--- src/rtl/funct_pkg.sv ---
// funct_pkg: shared constants for the R-type funct decoder.
//   - funct field encodings (instruction bits [5:0])
//   - 4-bit ALU control codes (zero-extended by the stage to ALU_W)
//   - is_md_or_hilo(): functs that must wait for the MULT/DIV unit
package funct_pkg;

    // funct encodings
    localparam logic [5:0] F_SLL     = 6'b000000;
    localparam logic [5:0] F_SRL     = 6'b000010;
    localparam logic [5:0] F_SRA     = 6'b000011;
    localparam logic [5:0] F_SLLV    = 6'b000100;
    localparam logic [5:0] F_SRLV    = 6'b000110;
    localparam logic [5:0] F_SRAV    = 6'b000111;
    localparam logic [5:0] F_JR      = 6'b001000;
    localparam logic [5:0] F_SYSCALL = 6'b001100;
    localparam logic [5:0] F_MFHI    = 6'b010000;
    localparam logic [5:0] F_MFLO    = 6'b010010;
    localparam logic [5:0] F_MULT    = 6'b011000;
    localparam logic [5:0] F_MULTU   = 6'b011001;
    localparam logic [5:0] F_DIV     = 6'b011010;
    localparam logic [5:0] F_DIVU    = 6'b011011;
    localparam logic [5:0] F_ADD     = 6'b100000;
    localparam logic [5:0] F_ADDU    = 6'b100001;
    localparam logic [5:0] F_SUB     = 6'b100010;
    localparam logic [5:0] F_AND     = 6'b100100;
    localparam logic [5:0] F_OR      = 6'b100101;
    localparam logic [5:0] F_XOR     = 6'b100110;
    localparam logic [5:0] F_NOR     = 6'b100111;
    localparam logic [5:0] F_SLT     = 6'b101010;
    localparam logic [5:0] F_SLTU    = 6'b101011;

    // ALU control codes
    localparam logic [3:0] ALU_NONE  = 4'b0000;
    localparam logic [3:0] ALU_SLL   = 4'b0000;
    localparam logic [3:0] ALU_SRL   = 4'b0100;
    localparam logic [3:0] ALU_SRA   = 4'b1000;
    localparam logic [3:0] ALU_ADD   = 4'b1010;
    localparam logic [3:0] ALU_SUB   = 4'b0110;
    localparam logic [3:0] ALU_AND   = 4'b1110;
    localparam logic [3:0] ALU_OR    = 4'b0001;
    localparam logic [3:0] ALU_NOR   = 4'b0101;
    localparam logic [3:0] ALU_SLT   = 4'b1101;
    localparam logic [3:0] ALU_SLTU  = 4'b0011;
    localparam logic [3:0] ALU_XOR   = 4'b1001;

    // HI/LO readers and MULT/DIV starters: these stall while the unit is busy
    function automatic logic is_md_or_hilo(input logic [5:0] f);
        case (f)
            F_MFHI, F_MFLO, F_MULT, F_MULTU, F_DIV, F_DIVU: return 1'b1;
            default:                                        return 1'b0;
        endcase
    endfunction

endpackage

--- src/rtl/funct_lut.sv ---
// funct_lut: purely combinational funct -> decoded fields.
// Ports:
//   funct      in  6   instruction bits [5:0]
//   alu        out 4   ALU control code (not yet widened)
//   is_jr      out 1   JR
//   is_syscall out 1   SYSCALL
//   is_shamt   out 1   SLL/SRL/SRA (shift by shamt)
//   is_illegal out 1   unrecognised funct
//   is_md      out 1   MULT/MULTU/DIV/DIVU (starts the MULT/DIV unit)
// Build option: FUNCT_EXT_OPS_EN adds SLLV/SRLV/SRAV/XOR; otherwise they are illegal.
module funct_lut
    import funct_pkg::*;
(
    input  logic [5:0] funct,
    output logic [3:0] alu,
    output logic       is_jr,
    output logic       is_syscall,
    output logic       is_shamt,
    output logic       is_illegal,
    output logic       is_md
);

    // Decode table; anything not listed falls to the illegal default
    always_comb begin
        alu        = ALU_NONE;
        is_jr      = 1'b0;
        is_syscall = 1'b0;
        is_shamt   = 1'b0;
        is_illegal = 1'b0;
        is_md      = 1'b0;
        case (funct)
            F_SLL:          begin alu = ALU_SLL; is_shamt = 1'b1; end
            F_SRL:          begin alu = ALU_SRL; is_shamt = 1'b1; end
            F_SRA:          begin alu = ALU_SRA; is_shamt = 1'b1; end
            F_ADD, F_ADDU:  alu = ALU_ADD;
            F_SUB:          alu = ALU_SUB;
            F_AND:          alu = ALU_AND;
            F_OR:           alu = ALU_OR;
            F_NOR:          alu = ALU_NOR;
            F_SLT:          alu = ALU_SLT;
            F_SLTU:         alu = ALU_SLTU;
            F_JR:           is_jr = 1'b1;
            F_SYSCALL:      is_syscall = 1'b1;
            F_MFHI, F_MFLO: alu = ALU_NONE;
            F_MULT, F_MULTU, F_DIV, F_DIVU: is_md = 1'b1;
`ifdef FUNCT_EXT_OPS_EN
            F_SLLV:         alu = ALU_SLL;
            F_SRLV:         alu = ALU_SRL;
            F_SRAV:         alu = ALU_SRA;
            F_XOR:          alu = ALU_XOR;
`else
            F_SLLV, F_SRLV, F_SRAV, F_XOR: is_illegal = 1'b1;
`endif
            default:        is_illegal = 1'b1;
        endcase
    end

endmodule

--- src/rtl/funct_decode_stage.sv ---
// funct_decode_stage: registered, handshaked R-type funct decoder between the
// ID latch and EX, plus the busy counter that sequences the MULT/DIV unit.
// Parameters: ALU_W (>=4, codes zero-extended), MD_LATENCY (>=1 busy cycles).
// Ports:
//   clk, rst       clock (rising) and synchronous active-high reset
//   in_valid/in_ready/funct      upstream handshake and funct[5:0]
//   out_valid/out_ready          downstream handshake
//   alu, is_jr, is_syscall, is_shamt, is_illegal   registered decoded fields
//   md_start       one-cycle pulse alongside out_valid of an accepted MULT/DIV
//   md_busy        busy counter is nonzero
// Build option: FUNCT_EXT_OPS_EN (see funct_lut) enables SLLV/SRLV/SRAV/XOR.
module funct_decode_stage
    import funct_pkg::*;
#(
    parameter int ALU_W      = 4,
    parameter int MD_LATENCY = 32
) (
    input  logic             clk,
    input  logic             rst,
    input  logic             in_valid,
    output logic             in_ready,
    input  logic [5:0]       funct,
    output logic             out_valid,
    input  logic             out_ready,
    output logic [ALU_W-1:0] alu,
    output logic             is_jr,
    output logic             is_syscall,
    output logic             is_shamt,
    output logic             is_illegal,
    output logic             md_start,
    output logic             md_busy
);

    localparam int CNT_W = $clog2(MD_LATENCY + 1);

    logic [3:0]       lut_alu_s;
    logic             lut_is_jr_s;
    logic             lut_is_syscall_s;
    logic             lut_is_shamt_s;
    logic             lut_is_illegal_s;
    logic             lut_is_md_s;

    logic             out_valid_r;
    logic [ALU_W-1:0] alu_r;
    logic             is_jr_r;
    logic             is_syscall_r;
    logic             is_shamt_r;
    logic             is_illegal_r;
    logic             md_start_r;
    logic [CNT_W-1:0] md_cnt_r;

    logic             md_busy_s;
    logic             hazard_s;
    logic             accept_s;
    logic             transfer_s;

    funct_lut u_lut (
        .funct      (funct),
        .alu        (lut_alu_s),
        .is_jr      (lut_is_jr_s),
        .is_syscall (lut_is_syscall_s),
        .is_shamt   (lut_is_shamt_s),
        .is_illegal (lut_is_illegal_s),
        .is_md      (lut_is_md_s)
    );

    // The hazard looks only at funct, so in_ready never depends on in_valid
    assign md_busy_s  = (md_cnt_r != {CNT_W{1'b0}});
    assign hazard_s   = md_busy_s && is_md_or_hilo(funct);
    assign in_ready   = (!out_valid_r || out_ready) && !hazard_s;
    assign accept_s   = in_valid && in_ready;
    assign transfer_s = out_valid_r && out_ready;

    // Output register, handshake state and MULT/DIV busy counter
    always_ff @(posedge clk) begin
        if (rst) begin
            out_valid_r  <= 1'b0;
            alu_r        <= {ALU_W{1'b0}};
            is_jr_r      <= 1'b0;
            is_syscall_r <= 1'b0;
            is_shamt_r   <= 1'b0;
            is_illegal_r <= 1'b0;
            md_start_r   <= 1'b0;
            md_cnt_r     <= {CNT_W{1'b0}};
        end else begin
            if (accept_s) begin
                out_valid_r  <= 1'b1;
                alu_r        <= ALU_W'(lut_alu_s);
                is_jr_r      <= lut_is_jr_s;
                is_syscall_r <= lut_is_syscall_s;
                is_shamt_r   <= lut_is_shamt_s;
                is_illegal_r <= lut_is_illegal_s;
            end else if (transfer_s) begin
                // Fields keep their last value; only validity drops
                out_valid_r  <= 1'b0;
            end else begin
                out_valid_r  <= out_valid_r;
            end

            // An MD op can only be accepted when the counter is already 0,
            // so the load never collides with a count in progress
            if (accept_s && lut_is_md_s) begin
                md_cnt_r   <= CNT_W'(MD_LATENCY);
                md_start_r <= 1'b1;
            end else if (md_busy_s) begin
                md_cnt_r   <= md_cnt_r - CNT_W'(1'b1);
                md_start_r <= 1'b0;
            end else begin
                md_cnt_r   <= md_cnt_r;
                md_start_r <= 1'b0;
            end
        end
    end

    assign out_valid  = out_valid_r;
    assign alu        = alu_r;
    assign is_jr      = is_jr_r;
    assign is_syscall = is_syscall_r;
    assign is_shamt   = is_shamt_r;
    assign is_illegal = is_illegal_r;
    assign md_start   = md_start_r;
    assign md_busy    = md_busy_s;

endmodule

--- config.mk ---
export PLATFORM = sky130hd
export DESIGN_NAME = funct_decode_stage
export DESIGN_NICKNAME = d
export VERILOG_FILES = /design/src/rtl/funct_pkg.sv /design/src/rtl/funct_lut.sv /design/src/rtl/funct_decode_stage.sv
export SDC_FILE = /design/constraint.sdc
export NUM_CORES = 1
export LEC_CHECK = 0
export BUFFER_PORTS_ARGS = -buffer_cell sky130_fd_sc_hd__buf_4
export CAP_MARGIN = 20
export CORE_ASPECT_RATIO = 0.8
export CORE_MARGIN = 1
export CORE_UTILIZATION = 55
export DETAILED_ROUTE_END_ITERATION = 6
export PLACE_DENSITY = 0.81
export SLEW_MARGIN = 20
export SYNTH_ARGS = -nofsm -noshare
export SYNTH_HDL_FRONTEND = slang
export SYNTH_SLANG_ARGS = --single-unit
--- constraint.sdc ---
create_clock -name clk -period 3.7 [get_ports clk]
set_input_delay 0 -clock clk [delete_from_list [all_inputs] [get_ports clk]]
set_output_delay 0 -clock clk [all_outputs]
set_load 0.03 [all_outputs]
# Word level (Yosys, flattened, before mapping)
# Cells that the tools add are included.
[word_totals]
wordCells = 58
in_bits = 10
regBits = 16
output_inout_bits = 12
[op_classes]
n_addsub = 1
mux = 12
reduce_logical = 18
n_eq_ne = 18
[ops]
columns = ["op", "n"]
rows = [
  ["== test 6 bit (second input constant)", 8],
  ["== test 6 x 5 -> 1 bit (second input constant)", 6],
  ["case mux 4 bit (9 select lines)", 1],
  ["OR reduction 19 bit", 1],
  ["== test 6 x 2 -> 1 bit (second input constant)", 2],
  ["== test 6 x 4 -> 1 bit (second input constant)", 2],
  ["two-way mux 6 bit", 2],
  ["two-way mux 1 bit", 9],
  ["zero test 6 bit", 1],
  ["nonzero test 6 bit", 1],
  ["OR reduction 6 bit", 1],
  ["subtractor 6 x 1 -> 6 bit (second input constant)", 1],
  ["logical AND 1 bit", 5],
  ["nonzero test 2 bit", 2],
  ["OR reduction 2 bit", 2],
  ["OR reduction 4 bit", 1],
  ["OR reduction 3 bit", 1],
  ["zero test 1 bit", 2],
  ["logical OR 1 bit", 1],
]

# Depth between registers and ports, before layout
# Gate-level depths: netlist of the first run.
[depth]
ltp_word = 9
ltp_mapped = 7
ltp_nobuf = 7

# Modules after synthesis
# From an unflattened synthesis of the first run, not the netlist that was laid out.
[hier_totals]
cells_unflattened = 124
area_unflattened_um2 = 1068.5
[modules_own_cells]
columns = ["mod", "area_per_inst_um2", "instances", "seq_area_each_um2", "cells_per_inst"]
rows = [
  ["funct_decode_stage", 775.7, 1, 320.3, 81],
  ["funct_lut", 292.8, 1, 0.0, 43],
]

# Least setup slack after synthesis of the first run
# No wires, ideal clock.
[synth_timing]
path_kind = "register to register"
start = "register md_cnt_r[0]"
end = "register alu_r[0] (netlist: alu[0])"
stages_incl_launch_ff = 7
t_required_ns = 3.630
setup_slack_ns = 1.729
setup_ns = 0.070
arrival_time_ns = 1.901
synth_period_minus_slack_ns = 1.971
n_path_buf = 0
cell_sequence = "dfxtp_1 inv_1 ha_1 or3b_4 o311a_4 or4b_1 a21oi_1"
[synth_via]
elab_chain_cells = 5
[synth_lines]
columns = ["element", "line", "source"]
rows = [
  ["start: declaration", "funct_decode_stage.sv:50", "logic [CNT_W-1:0] md_cnt_r;"],
  ["start signal: assignment", "funct_decode_stage.sv:84", "md_cnt_r <= {CNT_W{1'b0}};"],
  ["start signal: assignment", "funct_decode_stage.sv:103", "md_cnt_r <= CNT_W'(MD_LATENCY);"],
  ["start signal: assignment", "funct_decode_stage.sv:106", "md_cnt_r <= md_cnt_r - CNT_W'(1'b1);"],
  ["nonzero test 6 bit", "funct_decode_stage.sv:68", "assign md_busy_s = (md_cnt_r != {CNT_W{1'b0}});"],
  ["logical AND 1 bit", "funct_decode_stage.sv:69", "assign hazard_s = md_busy_s && is_md_or_hilo(funct);"],
  ["zero test 1 bit", "funct_decode_stage.sv:70", "assign in_ready = (!out_valid_r || out_ready) && !hazard_s;"],
  ["logical AND 1 bit", "funct_decode_stage.sv:70", ""],
  ["logical AND 1 bit", "funct_decode_stage.sv:71", "assign accept_s = in_valid && in_ready;"],
  ["end signal: assignment", "funct_decode_stage.sv:78", "alu_r <= {ALU_W{1'b0}};"],
  ["end signal: assignment", "funct_decode_stage.sv:88", "alu_r <= ALU_W'(lut_alu_s);"],
  ["end: declaration", "funct_decode_stage.sv:44", "logic [ALU_W-1:0] alu_r;"],
]
# Every way passes these cells.
# A chain may end at the register's enable or synchronous reset.

# Worst setup path after layout of the first run
# Same ends and word-level chain as after synthesis.

==> run summary, run 1 <==
first-pass GRT wire length: 3460 um
Util after Layout: 0.703
max cap viols: 0
Ports: 22
Worst-Skew Late Latency: 0.28 ns
CP cell instances: inv_1 > ha_1 > or3b_4 > o311a_4 > or4b_1 > a21oi_1
Buffers on Ports: 21
Worst setup startpoint: md_cnt_r[0]
CP max stage delay: 0.53 ns
register area: 320 um^2
top cell family by delay on the critical path: simple AND/OR/NAND/NOR gates
DR iter-0 viols: 23
Max Buffers Root-to-Sink: 2
clock transition at the registers of the reported paths: 0.08 ns
Post-Synthesis Cells: 119
Net Count, Synth: 131
top-area cell type share of the netlist area: 0.328
starting density of the core: 0.594
Die Width: 49.1 um
fill count: 136
# rows: 13
number of synthesized flops with an enable pin: 0
core area: 0.00164 mm^2
Final Setup Violations: 0
die height: 39.7 um
CP bufs+invs: 1
Yosys reg bits: 16
Hold Vio Cnt, Final: 0
via count: 935
VDD IR max: 0.000355 V
RSZ-0062 raised after global routing: false
sequential share of the synthesized area: 0.328
max_slew headroom: 0.658
clock tree root driver cell: clkbuf_4
Worst Tran Pin Value: 0.509 ns
H-tree levels: 1
startpoint types: flip-flop
GRT Residual Overflow: 0
WL/cell: 13.7 um
HP Class: primary input to flip-flop
Critical Path RT: 3.92 ns
status: finished clean
1st-pass router iterations: 4
mapped cell area: 976 um^2
CP Data Arrival Time: 2.29 ns
ANT cells: 0
Post-route DRC: 0
initial antenna violation count: 0
GPL Wtd Cong: 0.830
post_cts resized: 0
Tcrit/Tclk final: 0.561
main area contributors after synthesis: dfxtp_1, a21oi_1, o21ai_0
final wirelength: 2160 um
final setup TNS: 0 ns
P_leak: 0.440 nW
CP endpoint kind: flip-flop
# nets final: 150
die footprint: 0.00195 mm^2
worst reg2reg path startpoint: md_cnt_r[0]
Worst path slowest cell: or4b_1
Final Slew Violations: 0
predominant post-synthesis flop cell: dfxtp_1
clock tree from TritonCTS: done
hold_sp: out_ready
total CTS buffers: 3
DR vias/cell: 5.92
Yosys Warn Count: 0
vias in the first global route: 737
FMAX: 0.482 GHz
Worst Skew: 0.00272 ns
Sink Count: 16
Tmin final: 2.08 ns
crit-path max FO: 9
pin count of the biggest net entering global routing: 16
Post-synth ARST share: 0
share of cells above drive strength 1: 0.221
area occupied by multi-input gates: 594 um^2
Setup CP Type: flip-flop to flip-flop
area added between synthesis and finish: 18.3%
Pwr per Cell Area: 489 mW/mm^2
DP Wirelength: 1600 um
Tot GR Track Use: 0.251
Post-DRT Antenna Nets: 0
Synth cell types: 42
Synth area leader: dfxtp_1
Syn Area/Cell: 8.20 um^2
-- placed cells by master (no fill, tap or decap), types with 2 or more instances in the layout --
master / synthesis / routed
inv_1: 6 / 6
or4_1: 3 / 3
nor2_1: 6 / 6
or3_1: 2 / 2
clkbuf_4: 0 / 3
a21oi_1: 13 / 13
buf_4: 0 / 21
nor3_1: 4 / 4
ha_1: 2 / 2
or4b_1: 2 / 2
a211o_1: 2 / 2
nor3b_1: 2 / 2
dfxtp_1: 16 / 16
and2_1: 3 / 3
xnor2_1: 2 / 2
a2111oi_0: 2 / 2
nand3_1: 2 / 2
nand3b_1: 2 / 2
nand2b_1: 3 / 3
o21ai_0: 11 / 11
nand2_1: 8 / 8
-- synthesized netlist by cell type (all sizes together), types with 3 or more instances --
cell and count:
a21oi 13, and2 3, buf 3, clkbuf 4
dfxtp 16, inv 6, nand2 8, nand2b 3
nor2 6, nor3 4, o21ai 11, or4 3
-- metal layers --
| metal | global-route usage | part of all wire | vias up |
|---|---|---|---|
| met3 | 0.0698 | 0.063 | 2 |
| met1 | 0.324 | 0.48 | 419 |
| met4 | 0.0882 | 0.0060 | 0 |
| met5 | 0 | 0 | - |
| li1 | - | - | 479 |
| met2 | 0.404 | 0.45 | 35 |
-- cell type report --
class | instances | share of cell area
clock buffers | 3 | 0.0195
repair buffers | 22 | 0.145
multi-input cells | 89 | 0.515
inverters | 6 | 0.0195
well taps | 22 | 0.0238
flip-flops and latches | 16 | 0.277
-- worst paths after layout --
check / endpoint / slack [ns] / cells after the start
worst max-delay path: alu[0] / 1.62 / 6
worst min-delay path: out_valid / 0.06 / 3
worst max register to register: alu[0] / 1.62 / 6
worst min register to register: alu[1] / 0.48 / 2
-- what timing repair did --
action | CTS | global route
hold endpoints to repair | 11 | 0
setup endpoints to repair | 0 | 0
hold buffers | 1 | 0
setup buffers | 0 | 0
-- state kept, by name (all words and copies together), names as in the netlist --
name,cells
is_illegal,1
alu,4
is_syscall,1
md_start,1
out_valid,1
md_cnt_r,6
is_shamt,1
is_jr,1
-- through the flow --
| stage | cell area, um^2 | power, mW | std cells | hold WS [ns] | worst slack (ns) |
|---|---|---|---|---|---|
| 6_report | 1150 | 0.565 | 158 | 0.0577 | 1.62 |
| 5_1_grt | 1150 | 0.611 | 158 | 0.0688 | 1.45 |
| 4_1_cts | 1150 | 0.568 | 158 | 0.0534 | 1.62 |
| 3_5_place_dp | 1120 | 0.480 | 154 | 0.287 | 1.64 |
| 3_3_place_gp | 1120 | 0.473 | 154 | 0.280 | 1.69 |
| 2_1_floorplan | 976 | 0.418 | 119 | 0.0774 | 1.73 |
-- power breakdown --
| group | internal (mW) | switching [mW] |
|---|---|---|
| Combinational | 0.112 | 0.142 |
| Clock | 0.0378 | 0.0481 |
| Sequential | 0.199 | 0.0275 |
-- worst reg2reg max path, delay by kind of cell, from the launching register on --
kind                       cells  cell delay (ns)
AOI/OAI and AO/OA              2             0.50
DFF                            1             0.33
and+or+nand+nor                2             0.93
buffers and inverters          1             0.10
adders and majority gates      1             0.16
-- cells by family after synthesis --
logic type,after synthesis,synth area share
compound gates,37,0.259
xor+xnor,3,0.0269
fa+ha+maj,3,0.0359
buf+inv,14,0.0628
flops,16,0.328
simple gates,46,0.287
Note: power is estimated with default switching activity, not from simulation.
==> run 2, diff against run 1 <==
Settings changed: ABC_AREA set to 1, CORE_UTILIZATION 55 to 51, PLACE_DENSITY 0.81 to 0.76.
Clock period 3.7 ns to 2.1 ns, I/O delays scaled along.
==> run 2 against run 1 <==
  * Die area rose by 3.0%
  * Maximum frequency rose by 37%
  * Routed wire length fell by 5.3%
  * Count of clock-buffer cells in the layout rose by 1
  * Critical path type unchanged
  * Area after synthesis fell by 4.4%
  * Critical path depth rose by 3
  * Non-clock buffer count did not move
  * Register-to-register slack got worse by 1.0 ns
  * Largest cell class unchanged
  * Utilization fell by 1.7 points
  * Critical endpoint is now md_cnt_r[0]
  * Hold slack got worse by 0.015 ns
  * First-iteration DRC count rose by 35%
  * Sequential cell count did not move
  * Largest power group unchanged
==> run summary, run 2 <==
DR iter-0 viols: 31 (+35%)
clock tree root driver cell: clkbuf_4
Pwr per Cell Area: 1060 mW/mm^2 (+120%)
multiplexer share of the synthesized area: 0.0107 (+0.0107)
Tot GR Track Use: 0.230 (-0.0210)
max_slew headroom: 0.804 (+0.146)
Post-route DRC: 0 (unchanged)
commonest cells in the netlist: nand2_1, nor2_1, inv_1, dfxtp_1, a21oi_1
top-area cell type share of the netlist area: 0.343 (+0.0150)
Die Width: 49.8 um (+1.5%)
Critical Path RT: 2.27 ns (-1.65 ns)
Max Buffers Root-to-Sink: 2 (unchanged)
Worst Skew: 0.0130 ns (+0.0103 ns)
Inst Count DP: 179 (+16%)
clock transition at the registers of the reported paths: 0.08 ns (about the same)
Ports: 22 (unchanged)
leading cell type in the layout, fill and taps excluded: nand2_1
starting density of the core: 0.557 (-0.0369)
first-pass GRT wire length: 3370 um (-2.4%)
main area contributors after synthesis: dfxtp_1, nand2_1, nor2_1
setup slack, reg-to-reg: 0.59 ns (-1.03 ns)
largest family of logic cells by synthesized area: simple AND/OR/NAND/NOR gates
# rows: 13 (unchanged)
P_leak: 0.601 nW (+36%)
most frequent cells in the layout: nand2_1, nor2_1, buf_4
predominant post-synthesis flop cell: dfxtp_1
Util after Layout: 0.686 (-0.0166)
CP Data Arrival Time: 1.68 ns (-0.61 ns)
initial antenna violation count: 0 (unchanged)
ANT cells: 0 (unchanged)
Post-DRT Antenna Nets: 0 (unchanged)
Tcrit/Tclk final: 0.719 (+0.158)
Setup CP Type: flip-flop to flip-flop
Simple-Gate Fraction of Synth Area: 0.422 (+0.135)
Yosys Warn Count: 0 (unchanged)
die footprint: 0.00201 mm^2 (+3.0%)
Worst setup startpoint: md_cnt_r[0]
placed cell area: 0.00110 mm^2 (-1.7%)
Switching Share: 0.415 (+0.0310)
CP bufs+invs: 2 (+1)
vias in the first global route: 784 (+6.4%)
pin count of the biggest net entering global routing: 13 (-3)
Largest register FFs: 6 (unchanged)
Synth cell types: 23 (-45%)
Sink Count: 16 (unchanged)
CP cell instances: inv_1 > ha_1 > nand3_4 > nand3_4 > nand3_4 > inv_2 > nand2_2 > nand2_2 > nor2_1
via count: 940 (+0.53%)
Comb power frac: 0.491 (+0.043)
CP endpoint kind: flip-flop
share of cells above drive strength 1: 0.216 (-0.00454)
H-tree levels: 1 (unchanged)
Synth area leader: dfxtp_1
CP max stage delay: 0.32 ns (-0.21 ns)
final setup TNS: 0 ns (unchanged)
area added between synthesis and finish: 23.2%
Buffers on Ports: 21 (unchanged)
HP Class: primary input to flip-flop
GRT Residual Overflow: 0 (unchanged)
XOR/XNOR Fraction of Synth Area: 0.0469 (+0.0200)
sequential share of power: 0.343 (-0.057)
Worst path slowest cell: dfxtp_1
Finished Cell Area: 0.00115 mm^2 (-0.43%)
Top cell by count, worst path: nand3_4
Tmin final: 1.51 ns (-0.565 ns)
adder-cell share of the synthesized area: 0.0268 (-0.00909)
startpoint types: flip-flop
DP Wirelength: 1640 um (+2.7%)
die height: 40.3 um (+1.5%)
Syn Area/Cell: 6.76 um^2 (-18%)
Post-synth ARST share: 0 (unchanged)
status: finished clean
clock tree from TritonCTS: done
sequential share of the synthesized area: 0.343 (+0.0150)
Worst-Skew Late Latency: 0.29 ns (about the same)
VDD IR max: 0.000716 V (+100%)
core area: 0.00168 mm^2 (+2.0%)
worst reg2reg path startpoint: md_cnt_r[0]
Largest Register: md_cnt_r
cell-internal power: 0.710 mW (+100%)
total CTS buffers: 3 (unchanged)
clock share of power: 0.166 (+0.014)
Sw Pwr: 0.504 mW (+130%)
number of synthesized flops with an enable pin: 0 (unchanged)
top cell family by delay on the critical path: simple AND/OR/NAND/NOR gates
final wirelength: 2050 um (-5.3%)
Cell Count, Final, Fillers Out: 184 (+16%)
# nets final: 175 (+17%)
max cap viols: 0 (unchanged)
mapped cell area: 933 um^2 (-4.4%)
FMAX: 0.662 GHz (+37%)
Hold Vio Cnt, Final: 0 (unchanged)
WL/cell: 11.1 um (-19%)
Yosys reg bits: 16 (unchanged)
compound-gate portion of the synthesized area: 0.0576 (-0.201)
Post-Synthesis Cells: 138 (+16%)
Final Setup Violations: 0 (unchanged)
DR vias/cell: 5.11 (-14%)
1st-pass router iterations: 4 (unchanged)
Setup Buffers After CTS: 0 (unchanged)
hold_sp: funct[2]
count leader, synth: nand2_1
Net Count, Synth: 150 (+15%)
RSZ-0062 raised after global routing: false
Worst Tran Pin Value: 0.292 ns (-0.216 ns)
GPL Wtd Cong: 0.826 (-0.43%)
Final Slew Violations: 0 (unchanged)
crit-path max FO: 12 (+3)
[run 2: cell count changes after synthesis, moves of 5 or more]
cell / before / now
nand2_1: 8 / 39
nor2_1: 6 / 24
inv_1: 6 / 18
o21ai_0: 11 / 1
a21oi_1: 13 / 8
nand3_1: 2 / 7
[run 2: worst register-to-register path, stage by stage, from the launching register on]
cell and delay [ns]:
dfxtp_1 0.32, inv_1 0.12, ha_1 0.21, nand3_4 0.14, nand3_4 0.10, nand3_4 0.14
inv_2 0.15, nand2_2 0.08, nand2_2 0.09, nor2_1 0.05
[run 2: power groups by stage]
stage	clock network, mW	logic, mW	registers (mW)
2_1_floorplan	0	0.441	0.432
3_3_place_gp	0	0.577	0.420
3_5_place_dp	0	0.589	0.422
4_1_cts	0.205	0.598	0.416
5_1_grt	0.216	0.656	0.425
6_report	0.201	0.596	0.417
[run 2: routing by layer]
| metal | routed length, um | track usage |
|---|---|---|
| met5 | 0 | 0 |
| met4 | 7 | 0.0500 |
| met3 | 137 | 0.0720 |
| met2 | 861 | 0.372 |
| met1 | 1040 | 0.304 |
[run 2: through the flow]
stage          total power [mW]  worst slack, ns  hold slack, ns
6_report                   1.21            0.590          0.0427
5_1_grt                    1.30            0.462          0.0534
4_1_cts                    1.22            0.589          0.0405
3_5_place_dp               1.01            0.604           0.239
3_3_place_gp              0.996            0.666           0.235
2_1_floorplan             0.873            0.726           0.173
[run 2: cell families after synthesis]
| kind of cell | after synthesis |
|---|---|
| AO/OA/AOI/OAI | 10 |
| multiplexers | 1 |
| XOR/XNOR | 5 |
| flip-flops | 16 |
| buffers and inverters | 21 |
| AND/OR/NAND/NOR | 83 |
| adder cells (fa/ha/maj) | 2 |
[run 2: path summary, 6_finish.rpt]
kind                               endpoint  cells past startpoint
worst min-delay path                  is_jr                      4
worst min register to register        is_jr                      2
worst max register to register  md_cnt_r[0]                      9
worst max-delay path            md_cnt_r[0]                      9
[run 2: final cells by class]
type	instances	area, um^2
multi-input cells	101	527
fillers	149	526
repair buffers	22	168
well taps	22	27.5
clock buffers	4	36.3
inverters	19	71.3
flip-flops and latches	16	320
[run 2: what timing repair did]
action / in CTS / in global routing
hold buffers: 1 / 0
endpoints found under the hold margin: 8 / 0
endpoints found under the setup margin: 0 / 0
resized for setup: 0 / 0
